$ cat src/rtl/alu_ctrl_pkg.sv
// Shared types and constants for the ALU sharing controller: FSM states,
// ALUOP encodings and the settle counter width.
package alu_ctrl_pkg;

  typedef enum logic [1:0] {
    IDLE = 2'd0,
    WAIT = 2'd1,
    DONE = 2'd2
  } state_e;

  localparam logic [2:0] ALUOP_FWD = 3'b000;
  localparam logic [2:0] ALUOP_ADD = 3'b001;
  localparam logic [2:0] ALUOP_AND = 3'b010;
  localparam logic [2:0] ALUOP_OR  = 3'b011;

  localparam int CNT_W = 4;

endpackage

$ cat src/rtl/alu_arb2.sv
// Two-input arbiter producing a one-hot winner while en is high.
// ALU_SHARE_RR_EN selects round-robin on ties; otherwise requester 0 wins.
module alu_arb2 (
`ifdef ALU_SHARE_RR_EN
  input  logic       clk,
  input  logic       rst,
`endif
  input  logic       req0,
  input  logic       req1,
  input  logic       en,
  output logic [1:0] win
);

`ifdef ALU_SHARE_RR_EN
  // fav1_q high means requester 1 is owed the next tie.
  logic fav1_q;

  always_comb begin
    win = 2'b00;
    if (en) begin
      if (req0 && req1) win = fav1_q ? 2'b10 : 2'b01;
      else              win = {req1, req0};
    end
  end

  always_ff @(posedge clk) begin
    if (rst)        fav1_q <= 1'b0;
    else if (|win)  fav1_q <= win[0];
  end
`else
  always_comb begin
    win = 2'b00;
    if (en) begin
      if (req0)      win = 2'b01;
      else if (req1) win = 2'b10;
    end
  end
`endif

endmodule

$ cat src/rtl/alu_share_ctrl.sv
// Shares one 8-bit ALU between two requesters: grant, drive registered
// operands, wait SETTLE_CYCLES, capture RESULT/ZERO and pulse done.
// Optional round-robin tie-breaking via ALU_SHARE_RR_EN.
module alu_share_ctrl
  import alu_ctrl_pkg::*;
#(
  parameter int SETTLE_CYCLES = 2
) (
  input  logic       CLK,
  input  logic       RESET,
  input  logic       req0,
  input  logic       req1,
  input  logic [2:0] op0,
  input  logic [2:0] op1,
  input  logic [7:0] a0,
  input  logic [7:0] b0,
  input  logic [7:0] a1,
  input  logic [7:0] b1,
  output logic       gnt0,
  output logic       gnt1,
  output logic       done0,
  output logic       done1,
  output logic [7:0] result,
  output logic       zero,
  output logic [7:0] alu_data1,
  output logic [7:0] alu_data2,
  output logic [2:0] alu_select,
  input  logic [7:0] alu_result,
  input  logic       alu_zero
);

  localparam logic [CNT_W-1:0] SETTLE_LD = CNT_W'(SETTLE_CYCLES);

  state_e           state_q;
  logic [CNT_W-1:0] cnt_q;
  logic             gnt0_q, gnt1_q, done0_q, done1_q, zero_q;
  logic [7:0]       result_q, data1_q, data2_q;
  logic [2:0]       select_q;
  logic [1:0]       win;
  logic             arb_en;

  assign arb_en = (state_q == IDLE);

  alu_arb2 u_arb (
`ifdef ALU_SHARE_RR_EN
    .clk  (CLK),
    .rst  (RESET),
`endif
    .req0 (req0),
    .req1 (req1),
    .en   (arb_en),
    .win  (win)
  );

  always_ff @(posedge CLK) begin
    if (RESET) begin
      state_q  <= IDLE;
      cnt_q    <= '0;
      gnt0_q   <= 1'b0;
      gnt1_q   <= 1'b0;
      done0_q  <= 1'b0;
      done1_q  <= 1'b0;
      result_q <= 8'h00;
      zero_q   <= 1'b0;
      data1_q  <= 8'h00;
      data2_q  <= 8'h00;
      select_q <= ALUOP_FWD;
    end else begin
      case (state_q)
        IDLE: begin
          if (|win) begin
            // Operands are latched here so requesters may move on after grant.
            select_q <= win[1] ? op1 : op0;
            data1_q  <= win[1] ? a1  : a0;
            data2_q  <= win[1] ? b1  : b0;
            gnt0_q   <= win[0];
            gnt1_q   <= win[1];
            cnt_q    <= SETTLE_LD;
            state_q  <= WAIT;
          end
        end
        WAIT: begin
          cnt_q <= cnt_q - 1'b1;
          if (cnt_q == 1) begin
            result_q <= alu_result;
            zero_q   <= alu_zero;
            done0_q  <= gnt0_q;
            done1_q  <= gnt1_q;
            state_q  <= DONE;
          end
        end
        DONE: begin
          gnt0_q  <= 1'b0;
          gnt1_q  <= 1'b0;
          done0_q <= 1'b0;
          done1_q <= 1'b0;
          state_q <= IDLE;
        end
        default: state_q <= IDLE;
      endcase
    end
  end

  assign gnt0       = gnt0_q;
  assign gnt1       = gnt1_q;
  assign done0      = done0_q;
  assign done1      = done1_q;
  assign result     = result_q;
  assign zero       = zero_q;
  assign alu_data1  = data1_q;
  assign alu_data2  = data2_q;
  assign alu_select = select_q;

  a_gnt_onehot: assert property (@(posedge CLK) !(gnt0_q && gnt1_q));
  a_done_gnt:   assert property (@(posedge CLK) (done0_q -> gnt0_q) && (done1_q -> gnt1_q));

endmodule
$ cat config.mk
export PLATFORM = sky130hd
export DESIGN_NAME = alu_share_ctrl
export DESIGN_NICKNAME = d
export VERILOG_FILES = /design/src/rtl/alu_ctrl_pkg.sv /design/src/rtl/alu_arb2.sv /design/src/rtl/alu_share_ctrl.sv
export SDC_FILE = /design/constraint.sdc
export NUM_CORES = 1
export LEC_CHECK = 0
export ABC_AREA = 1
export ABC_CLOCK_PERIOD_IN_PS = 3000
export BUFFER_PORTS_ARGS = -buffer_cell sky130_fd_sc_hd__buf_2
export CAP_MARGIN = 20
export CORE_AREA = 2 2 83 53
export DETAILED_ROUTE_END_ITERATION = 8
export DIE_AREA = 0 0 85 55
export PLACE_DENSITY = 0.83
export REMOVE_ABC_BUFFERS = 1
export SLEW_MARGIN = 0
export SYNTH_ARGS = -nofsm -noshare
export SYNTH_HDL_FRONTEND = slang
export SYNTH_SLANG_ARGS = --single-unit
$ cat constraint.sdc
create_clock -name CLK -period 3 [get_ports CLK]
set_input_delay 0.15 -clock CLK [delete_from_list [all_inputs] [get_ports CLK]]
set_output_delay 0.15 -clock CLK [all_outputs]
set_load 0.02 [all_outputs]
==> summary.md, run 1 <==
| Metric | Value |
|---|---|
| Status | finished clean |
| Cell with the most instances after synthesis | nand2_1 |
| Vias in the first global route | 1640 |
| Crit path buffers/inverters | 1 |
| Register bit count reported by yosys | 38 |
| Worst setup EP type | register |
| Worst Hold Path EP | result[4] |
| R2R Setup Slk | ~1200 ps |
| XOR/XNOR Fraction of Synth Area | 0 |
| IR drop worst, VDD | roughly 0.29 mV |
| Later-pin clock latency in the skew report | 290 ps |
| Total CTS buffers | 5 |
| Power Dens Cells | 546 mW/mm^2 |
| Area of the die | 0.00468 sq mm |
| First-pass GRT wire length | 7030 microns |
| Sequential cell area | between 700 and 800 sq um |
| Crit-path slowest cell | nand2_1 |
| Post_cts resized | 0 |
| Layout cells sized above 1 | 0.321 |
| Starting Density | 0.477 |
| Fin worst setup slack | 1180 ps |
| CTS tree | built |
| Endpoints failing setup | 0 |
| Primary FF master, synth | dfxtp_1 |
| Synthesized area | 0.00188 sq mm |
| Crit path largest cell delay | 520 ps |
| Critical path class | reg2reg |
| Gr usage total | 0.194 |
| Initial detailed-routing violation count | 85 |
| Routed length per placed instance | roughly 11 microns |
| Post-synthesis compound-gate area fraction | 0.107 |
| Worst reg2reg path depth | 6 |
| CORE AREA | 0.00394 sq mm |
| Worst Path Arrival | 2020 ps |
| DRT Pass-1 Iters | 4 |
| Setup_tns | 0 ps |
| Worst hold path depth | 3 |
| Layout area overhead | 25.3% |
| PortBufs | 82 |
| Slew @ Worst Pin | ~730 ps |
| Post-synth EDFFs | 0 |
| Crit path max fanout | 22 |
| CP top delay family | simple AND/OR/NAND/NOR gates |
| Non-Filler Instances | 393 |
| Adder-cell share of the synthesized area | 0.0133 |
| Distinct cells, synth | 21 |
| Largest net degree at the start of global routing | 28 |
| Hpwl dp | 3260 microns |
| Mux contribution to synthesized area | 0 |
| Minimum clock period | 1820 ps |
| GRT Residual Overflow | 0 |
| Reg2reg end | alu_data1[3] |
| FFs w/ async S/R, synth | 0 |
| Final Hold Viols | 0 |
| Row cnt | 18 |
| Max-slew headroom | 0.511 |
| Post-Place Worst Slack | 1230 ps |
| Layout Nets | 395 |
| Post-Layout Inst Area | ~0.0024 sq mm |
| RR Startpoint | state_q[1] |
| Leakage | 1.29 nW |
| Clk slew on worst S/H paths | roughly 80 ps |
| Hold path start | alu_result[4] |
| Placed insts | just under 400 |
| Multi-input gate area | between 800 and 900 sq um |
| Post-Route WL | 4480 microns |
| H-tree levels | 2 |
| Most frequent CP cell | nand2_1 |
| Synth top cells by count | nand2_1 (53), inv_1 (44), dfxtp_1 (38) |
| Synthesis Warnings | 0 |
| Fillcell total | 371 |
| Ranking of synthesized cells by area | dfxtp_1 (41%), nand2_1 (11%), nand3_1 (9.9%) |
| Placer Congestion | 0.835 |
| CTS Hold Buffers Added | 0 |
| Crit path launch type | register |
| Critical path required time | roughly 3200 ps |
| Largest area contributor in the netlist | dfxtp_1 |
| Setup Buffers After CTS | 0 |
| I/O pins | 83 |
| Fmax | 0.549 GHz |
| Tcrit/Tclk final | 0.607 |
| Slew Viols, Final | 0 |
| Largest family of logic cells by synthesized area | simple AND/OR/NAND/NOR gates |
| Hold Path Class | in2reg |
| Max clock buf depth | 2 |
| Die span in y | 55 microns |
| Synth Area in Simple Gates | 0.324 |
| Yosys top cell area share | 0.405 |
| Ant diodes | 0 |
| CTS sink cnt | 38 |
| Register area share after synthesis | 0.405 |
| Worst clock skew | 10.1 ps |
| RSZ-0062 raised after global routing | false |
| Initial antenna violation count | 0 |
| Die X | 85 microns |
| Final ANT Viol Nets | 0 |
| Routed via count divided by cell count | between 4 and 5 |
| DRC errors left | 0 |
| Syn Inst Count | 266 |
| Via count | 1895 |
| Avg Cell Area, Syn | 7.06 sq um |
| Placement-stage cell area | 0.00226 sq mm |
| Critical path cell sequence | nor2_4 > nand2_1 > nand2_1 > nand3_2 > nand2_1 > inv_1 |
| Maxcap violations | 0 |
| Root Buffer | clkbuf_8 |
[layout by cell type, fill, tap and decap left out, drive strengths merged]
cell type	n
a21oi	25
buf	83
clkbuf	6
clkinv	2
clkinvlp	1
dfxtp	38
ha	2
inv	47
nand2	53
nand3	48
nor2	24
o21ai	13
or2	1
[worst max path at each step]
stage | slack (ps) | endpoint | depth (start not counted) | startpoint
finish | 1180 | alu_data1[3] | 6 | state_q[1]
global route | 970 | alu_data1[3] | 6 | state_q[1]
CTS | 1180 | alu_data1[3] | 6 | state_q[1]
detailed placement | 1230 | alu_data1[3] | 6 | state_q[1]
global placement | 1290 | alu_data1[3] | 6 | state_q[1]
floorplan | 1550 | alu_data1[0] | 6 | state_q[1]
[cell type report]
type | instances | share of cell area
multi-input cells | 166 | 0.355
flip-flops and latches | 38 | 0.323
repair buffers | 83 | 0.178
inverters | 48 | 0.0776
clock buffers | 6 | 0.0351
well taps | 50 | 0.0266
clock inverters | 2 | 0.00532
[per-layer routing]
metal / track usage / up-vias / wire, microns
met5: 0 / - / 0
met2: 0.324 / 69 / 2060
met4: 0.0714 / 0 / 25
met1: 0.248 / 838 / 2060
met3: 0.0519 / 3 / 333
li1: - / 985 / -
[registers in the layout, summed over array words and instances (netlist names), 2 cells and up]
name,count
alu_data1,8
alu_data2,8
result,8
cnt_q,4
alu_select,3
state_q,2
[worst min-delay path, delay by kind of cell]
family,cells,cell delay (ps)
compound gates,1,70
buf+inv,1,70
simple gates,1,80
[logic make-up (layout without fill, tap and decap cells)]
logic type	count (synthesis)	in the layout
compound gates	38	38
flops	38	38
buf+inv	62	139
fa+ha+maj	2	2
simple gates	126	126
[power by group]
part	leakage, nW	total (mW)	internal, mW	switching, mW
registers	0.313	0.580	0.553	0.0268
logic	0.934	0.335	0.121	0.214
clock network	0.0472	0.370	0.185	0.185
[stage by stage]
step	util	hold slack, ps	power, mW
finish	0.597	104	1.28
floorplan	-	219	0.809
detailed placement	0.573	409	0.925
CTS	0.597	99.9	1.29
global placement	0.573	398	0.916
global route	0.597	126	1.37
Power figures use the tool's default switching activity.
==> inputs of run 2 (changes only) <==
--- a/config.mk
+++ b/config.mk
@@ -6,13 +6,13 @@
 export NUM_CORES = 1
 export LEC_CHECK = 0
 export ABC_AREA = 1
-export ABC_CLOCK_PERIOD_IN_PS = 3000
+export ABC_CLOCK_PERIOD_IN_PS = 1900
 export BUFFER_PORTS_ARGS = -buffer_cell sky130_fd_sc_hd__buf_2
 export CAP_MARGIN = 20
-export CORE_AREA = 2 2 83 53
+export CORE_AREA = 2 2 85 54
 export DETAILED_ROUTE_END_ITERATION = 8
-export DIE_AREA = 0 0 85 55
-export PLACE_DENSITY = 0.83
+export DIE_AREA = 0 0 87 56
+export PLACE_DENSITY = 0.8
 export REMOVE_ABC_BUFFERS = 1
 export SLEW_MARGIN = 0
 export SYNTH_ARGS = -nofsm -noshare
==> constraint.sdc (replaced) <==
create_clock -name CLK -period 1.9 [get_ports CLK]
set_input_delay 0.095 -clock CLK [delete_from_list [all_inputs] [get_ports CLK]]
set_output_delay 0.095 -clock CLK [all_outputs]
set_load 0.02 [all_outputs]
==> run 2 against run 1 <==
  * First-iteration DRC count is 13% higher
  * Routed wire length is 0.76% higher
  * Final cell count is 0.25% higher
  * Non-clock buffer count is 2 higher
  * Global-route usage hardly changed
  * Sequential power is 59% higher
  * Flip-flop and latch count stayed put
  * Critical endpoint is now alu_data1[6]
  * Largest cell class unchanged
  * Largest power group unchanged
  * Highest routed layer unchanged
==> summary.md, run 2 (same netlist as run 1, synthesis figures left out) <==
| Metric | Value |
|---|---|
| CTS sink cnt | 38 (unchanged) |
| Worst hold path depth | 3 (unchanged) |
| Crit path largest cell delay | 460 ps (-60 ps) |
| Final ANT Viol Nets | 0 (unchanged) |
| Setup Buffers After CTS | 0 (unchanged) |
| I/O pins | 83 (unchanged) |
| Layout cells sized above 1 | 0.317 (-0.00384) |
| Critical path cell sequence | nor2_4 > nand2_1 > nand2_1 > nand3_2 > nand2_1 > inv_1 |
| Setup_tns | 0 ps (unchanged) |
| CORE AREA | 0.00403 sq mm (+2.3%) |
| Leakage | 1.29 nW (about the same) |
| Vias in the first global route | 1769 (+7.9%) |
| DRT Pass-1 Iters | 4 (unchanged) |
| Die X | 87 microns (+2.4%) |
| Root Buffer | clkbuf_8 |
| Later-pin clock latency in the skew report | 280 ps (about the same) |
| Most frequent CP cell | nand2_1 |
| Hold Path Class | in2reg |
| Maxcap violations | 0 (unchanged) |
| Crit-path slowest cell | nand2_1 |
| Most frequent cells in the layout | buf_2 (82), nand2_1 (53), inv_1 (44) |
| CTS tree | built |
| PortBufs | 82 (unchanged) |
| Max-slew headroom | 0.511 (+0.000800) |
| Gr usage total | 0.194 (-0.000317) |
| Layout area overhead | 25.1% |
| Initial detailed-routing violation count | 96 (+13%) |
| Placer Congestion | 0.854 (+2.2%) |
| Starting Density | 0.466 (-0.0106) |
| Crit path launch type | register |
| GRT Residual Overflow | 0 (unchanged) |
| R2R Setup Slk | 310 ps (-870 ps) |
| Power Dens Cells | 837 mW/mm^2 (+53%) |
| CTS Hold Buffers Added | 0 (unchanged) |
| Die span in y | 56 microns (+1.8%) |
| Hpwl dp | 3340 microns (+2.4%) |
| Routed length per placed instance | 11.4 microns (+0.50%) |
| Worst hold slack | 63.7 ps (-40.2 ps) |
| Commonest non-fill, non-tap cell in the layout | buf_2 |
| Tcrit/Tclk final | 0.838 (+0.230) |
| Reg2reg end | alu_data1[6] |
| Largest net degree at the start of global routing | 28 (unchanged) |
| Worst Hold Path EP | result[2] |
| Via count | 1922 (+1.4%) |
| First-pass GRT wire length | 7670 microns (+9.1%) |
| H-tree levels | 2 (unchanged) |
| Crit path max fanout | 20 (-9.1%) |
| Area of the die | 0.00487 sq mm (+4.2%) |
| Layout Nets | 397 (+0.51%) |
| Routed via count divided by cell count | 4.88 (+1.2%) |
| Max clock buf depth | 2 (unchanged) |
| Minimum clock period | 1590 ps (-230 ps) |
| Final Hold Viols | 0 (unchanged) |
| Critical path required time | 2080 ps (-1120 ps) |
| Row cnt | 18 (unchanged) |
| RR Startpoint | state_q[1] |
| Slew @ Worst Pin | 730 ps (-1.20 ps) |
| Post_cts resized | 0 (unchanged) |
| Hold path start | alu_result[2] |
| RSZ-0062 raised after global routing | false |
| Worst reg2reg path depth | 6 (unchanged) |
| IR drop worst, VDD | 0.344 mV (+20%) |
| Ant diodes | 0 (unchanged) |
| Total CTS buffers | 5 (unchanged) |
| Clk slew on worst S/H paths | 70 ps (about the same) |
| Endpoints failing setup | 0 (unchanged) |
| Worst Path Arrival | 1770 ps (-250 ps) |
| Worst setup EP type | register |
| Status | finished clean |
| Critical path class | reg2reg |
| Fmax | 0.628 GHz (+14%) |
| Post-Route WL | 4510 microns (+0.76%) |
| Crit path buffers/inverters | 1 (unchanged) |
| Worst clock skew | 7.04 ps (-3.04 ps) |
| Slew Viols, Final | 0 (unchanged) |
| Initial antenna violation count | 0 (unchanged) |
| CP top delay family | simple AND/OR/NAND/NOR gates |
| DRC errors left | 0 (unchanged) |
run 2: routing by layer:
metal,up-vias,global-route usage,routed length (microns)
li1,983,-,-
met1,877,0.262,2120
met2,60,0.297,2050
met3,2,0.0490,311
met4,0,0.0692,34
met5,-,0,0
run 2: worst max-delay path by stage:
stage / start / to / slack [ps] / cells past startpoint
6_report: state_q[1] / alu_data1[6] / 310 / 6
5_1_grt: state_q[1] / alu_data1[6] / 120 / 6
4_1_cts: state_q[1] / alu_data1[6] / 310 / 6
3_5_place_dp: state_q[1] / alu_data1[6] / 340 / 6
3_3_place_gp: state_q[1] / alu_data1[6] / 380 / 6
2_1_floorplan: state_q[1] / alu_data1[0] / 450 / 6
run 2: per-stage QoR:
stage                     power (mW)  utilization  setup WS [ps]  instances  instance area (sq um)
after floorplan                 1.28            -            447        252                   1780
after global placement          1.46        0.564            383        387                   2270
after detailed placement        1.47        0.564            335        387                   2270
after CTS                       1.98        0.583            313        394                   2350
after global routing            2.09        0.583            119        394                   2350
final                           1.97        0.583            308        394                   2350
run 2: report_power, final:
part / switching (mW) / internal [mW]
registers: 0.0456 / 0.874
logic: 0.341 / 0.196
clock network: 0.258 / 0.253
run 2: worst register-to-register path, stage by stage (launching register included):
cell and delay (ps):
dfxtp_1 360, nor2_4 260, nand2_1 470, nand2_1 210
nand3_2 80, nand2_1 70, inv_1 40
run 2: cell type report:
| type | instances | area [sq um] |
|---|---|---|
| Inverter | 48 | 183 |
| Sequential cell | 38 | 761 |
| Tap cell | 50 | 62.6 |
| Clock buffer | 7 | 76.3 |
| Timing Repair Buffer | 85 | 433 |
| Multi-Input combinational cell | 166 | 835 |
| Fill cell | 381 | 1680 |
==> inputs of run 3 (changes only) <==
--- a/config.mk
+++ b/config.mk
@@ -6,13 +6,13 @@
 export NUM_CORES = 1
 export LEC_CHECK = 0
 export ABC_AREA = 1
-export ABC_CLOCK_PERIOD_IN_PS = 1900
+export ABC_CLOCK_PERIOD_IN_PS = 1300
 export BUFFER_PORTS_ARGS = -buffer_cell sky130_fd_sc_hd__buf_2
 export CAP_MARGIN = 20
-export CORE_AREA = 2 2 85 54
+export CORE_AREA = 2 2 90 57
 export DETAILED_ROUTE_END_ITERATION = 8
-export DIE_AREA = 0 0 87 56
-export PLACE_DENSITY = 0.8
+export DIE_AREA = 0 0 92 59
+export PLACE_DENSITY = 0.76
 export REMOVE_ABC_BUFFERS = 1
 export SLEW_MARGIN = 0
 export SYNTH_ARGS = -nofsm -noshare
==> constraint.sdc (replaced) <==
create_clock -name CLK -period 1.3 [get_ports CLK]
set_input_delay 0.065 -clock CLK [delete_from_list [all_inputs] [get_ports CLK]]
set_output_delay 0.065 -clock CLK [all_outputs]
set_load 0.02 [all_outputs]
==> run 3 against run 2 <==
  * Combinational power rose by 56%
  * Sequential power rose by 47%
  * Die area rose by 11%
  * Clock power rose by 59%
  * Via count fell by 0.99%
  * Highest routed layer unchanged
  * Maximum frequency rose by 32%
  * Register-to-register slack got worse by 220 ps
  * Clock skew fell by 2.8 ps
==> summary.md, run 3 (same netlist as run 1, synthesis figures left out) <==
| Metric | Value |
|---|---|
| Status | finished clean |
| RSZ-0062 raised after global routing | false |
| Fmax | 0.828 GHz (+32%) |
| Largest net degree at the start of global routing | 20 (-29%) |
| Root Buffer | clkbuf_8 |
| Critical path cell sequence | inv_1 > ha_1 > or2_2 > nand3_1 > a21oi_1 |
| Commonest non-fill, non-tap cell in the layout | buf_2 |
| Layout cells sized above 1 | 0.348 (+0.0316) |
| Gr usage total | 0.180 (-0.0135) |
| Power Dens Cells | 1210 mW/mm^2 (+45%) |
| First-pass GRT wire length | 7760 microns (+1.1%) |
| Psw | 971 uW (+51%) |
| Seq pwr share | 0.450 (-0.018) |
| DRC errors left | 0 (unchanged) |
| Leakage | 1.34 nW (+3.5%) |
| Post-Route WL | 4650 microns (+3.1%) |
| Crit path buffers/inverters | 1 (unchanged) |
| H-tree levels | 2 (unchanged) |
| Crit path max fanout | 4 (-80%) |
| Layout area overhead | 31.4% |
| Crit path launch type | register |
| Slew @ Worst Pin | 307 ps (-423 ps) |
| CTS tree | built |
| Internal Power | 2.03 mW (+53%) |
| Worst Path Arrival | 1370 ps (-400 ps) |
| Worst clock skew | 4.26 ps (-2.78 ps) |
| Total power | 3.00 mW (+52%) |
| Final Hold Viols | 0 (unchanged) |
| Sw Ratio | 0.324 (-0.00372) |
| Clk slew on worst S/H paths | 70 ps (about the same) |
| Maxcap violations | 0 (unchanged) |
| Minimum clock period | 1210 ps (-385 ps) |
| Vias in the first global route | 1745 (-1.4%) |
| CTS Hold Buffers Added | 0 (unchanged) |
| WL met3 | 277 microns (-11%) |
| Max clock buf depth | 2 (unchanged) |
| Clk network pwr share | 0.272 (+0.012) |
| Critical path class | reg2reg |
| CP top delay family | flip-flops |
| Hold Path Class | in2reg |
| Routed via count divided by cell count | 4.57 (-6.2%) |
| CTS sink cnt | 38 (unchanged) |
| GRT Residual Overflow | 0 (unchanged) |
| IR drop worst, VDD | 0.579 mV (+68%) |
| Worst setup EP type | register |
| Layout Nets | 405 (+2.0%) |
| Slew Viols, Final | 0 (unchanged) |
| Crit path largest cell delay | 390 ps (-70 ps) |
| Utilization after layout | 0.547 (-0.0363) |
| Placed insts | 408 (+5.4%) |
| Critical path required time | 1470 ps (-610 ps) |
| DR top layer | met4 |
| Total CTS buffers | 5 (unchanged) |
| Logic gate share of total power | 0.278 (+0.005) |
| Max-slew headroom | 0.795 (+0.284) |
| CORE AREA | 0.00452 sq mm (+12%) |
| Via count | 1903 (-0.99%) |
| PortBufs | 82 (unchanged) |
| Die X | 92 microns (+5.7%) |
| R2R Setup Slk | 90 ps (-220 ps) |
| Endpoints failing setup | 0 (unchanged) |
| Met2 routed WL | 2090 microns (+2.0%) |
| DRT Pass-1 Iters | 4 (unchanged) |
| Crit-path slowest cell | dfxtp_2 |
| Area of the die | 0.00543 sq mm (+11%) |
| Routed length per placed instance | 11.2 microns (-2.3%) |
| Tcrit/Tclk final | 0.929 (+0.0907) |
| Final ANT Viol Nets | 0 (unchanged) |
| I/O pins | 83 (unchanged) |
| Row cnt | 19 (+1) |
| Initial detailed-routing violation count | 70 (-27%) |
| Most frequent cells in the layout | buf_2 (82), nand2_1 (53), inv_1 (44) |
| Setup_tns | 0 ps (unchanged) |
| Die span in y | 59 microns (+5.4%) |
| Non-Filler Instances | 416 (+5.6%) |
| Later-pin clock latency in the skew report | 280 ps (about the same) |
| Initial antenna violation count | 0 (unchanged) |
| Met1 wire length | 2260 microns (+6.9%) |
| Ant diodes | 0 (unchanged) |
| Placer Congestion | 0.762 (-11%) |
| Hpwl dp | 3580 microns (+7.2%) |
| Starting Density | 0.416 (-0.0501) |
-- run 3: area by class of cell --
type / count / area (sq um)
clock inverters: 1 / 5.00
inverters: 48 / 186
multi-input cells: 166 / 857
flip-flops and latches: 38 / 762
repair buffers: 93 / 493
fillers: 446 / 2050
well taps: 63 / 78.8
clock buffers: 7 / 86.3
-- run 3: worst reg2reg max path, stage by stage, from the launching register on --
cell	delay [ps]
dfxtp_2	390
inv_1	90
ha_1	220
or2_2	270
nand3_1	70
a21oi_1	60
-- run 3: what timing repair did --
| item | in CTS | in global routing |
|---|---|---|
| buffers inserted | 0 | 0 |
| setup endpoints to repair | 0 | 9 |
| gates resized for setup | 0 | 9 |
-- run 3: path summary, 6_finish.rpt --
check | from | end | depth (start not counted)
setup / recovery | cnt_q[0] | cnt_q[2] | 5
hold reg to reg | done0 | done0 | 2
hold / removal | alu_zero | zero | 3
setup reg to reg | cnt_q[0] | cnt_q[2] | 5
-- run 3: metal layers --
metal	GRT usage	vias to the layer above
met5	0	-
met4	0.0512	0
met3	0.0407	3
met2	0.296	58
met1	0.243	839
li1	-	1003
-- run 3: power by group through the flow --
stage | Clock [mW] | Combinational (mW) | Sequential [mW]
6_report | 0.815 | 0.835 | 1.35
5_1_grt | 0.900 | 0.934 | 1.36
4_1_cts | 0.843 | 0.827 | 1.34
3_5_place_dp | 0 | 0.824 | 1.37
3_3_place_gp | 0 | 0.803 | 1.37
2_1_floorplan | 0 | 0.390 | 1.48
-- run 3: metrics by stage --
stage	hold slack, ps	setup WS [ps]	area [sq um]
2_1_floorplan	134	-153	1780
3_3_place_gp	313	76.7	2350
5_1_grt	54.7	22.6	2470
6_report	9.97	92.8	2470
4_1_cts	16.0	12.6	2440
3_5_place_dp	317	23.4	2350
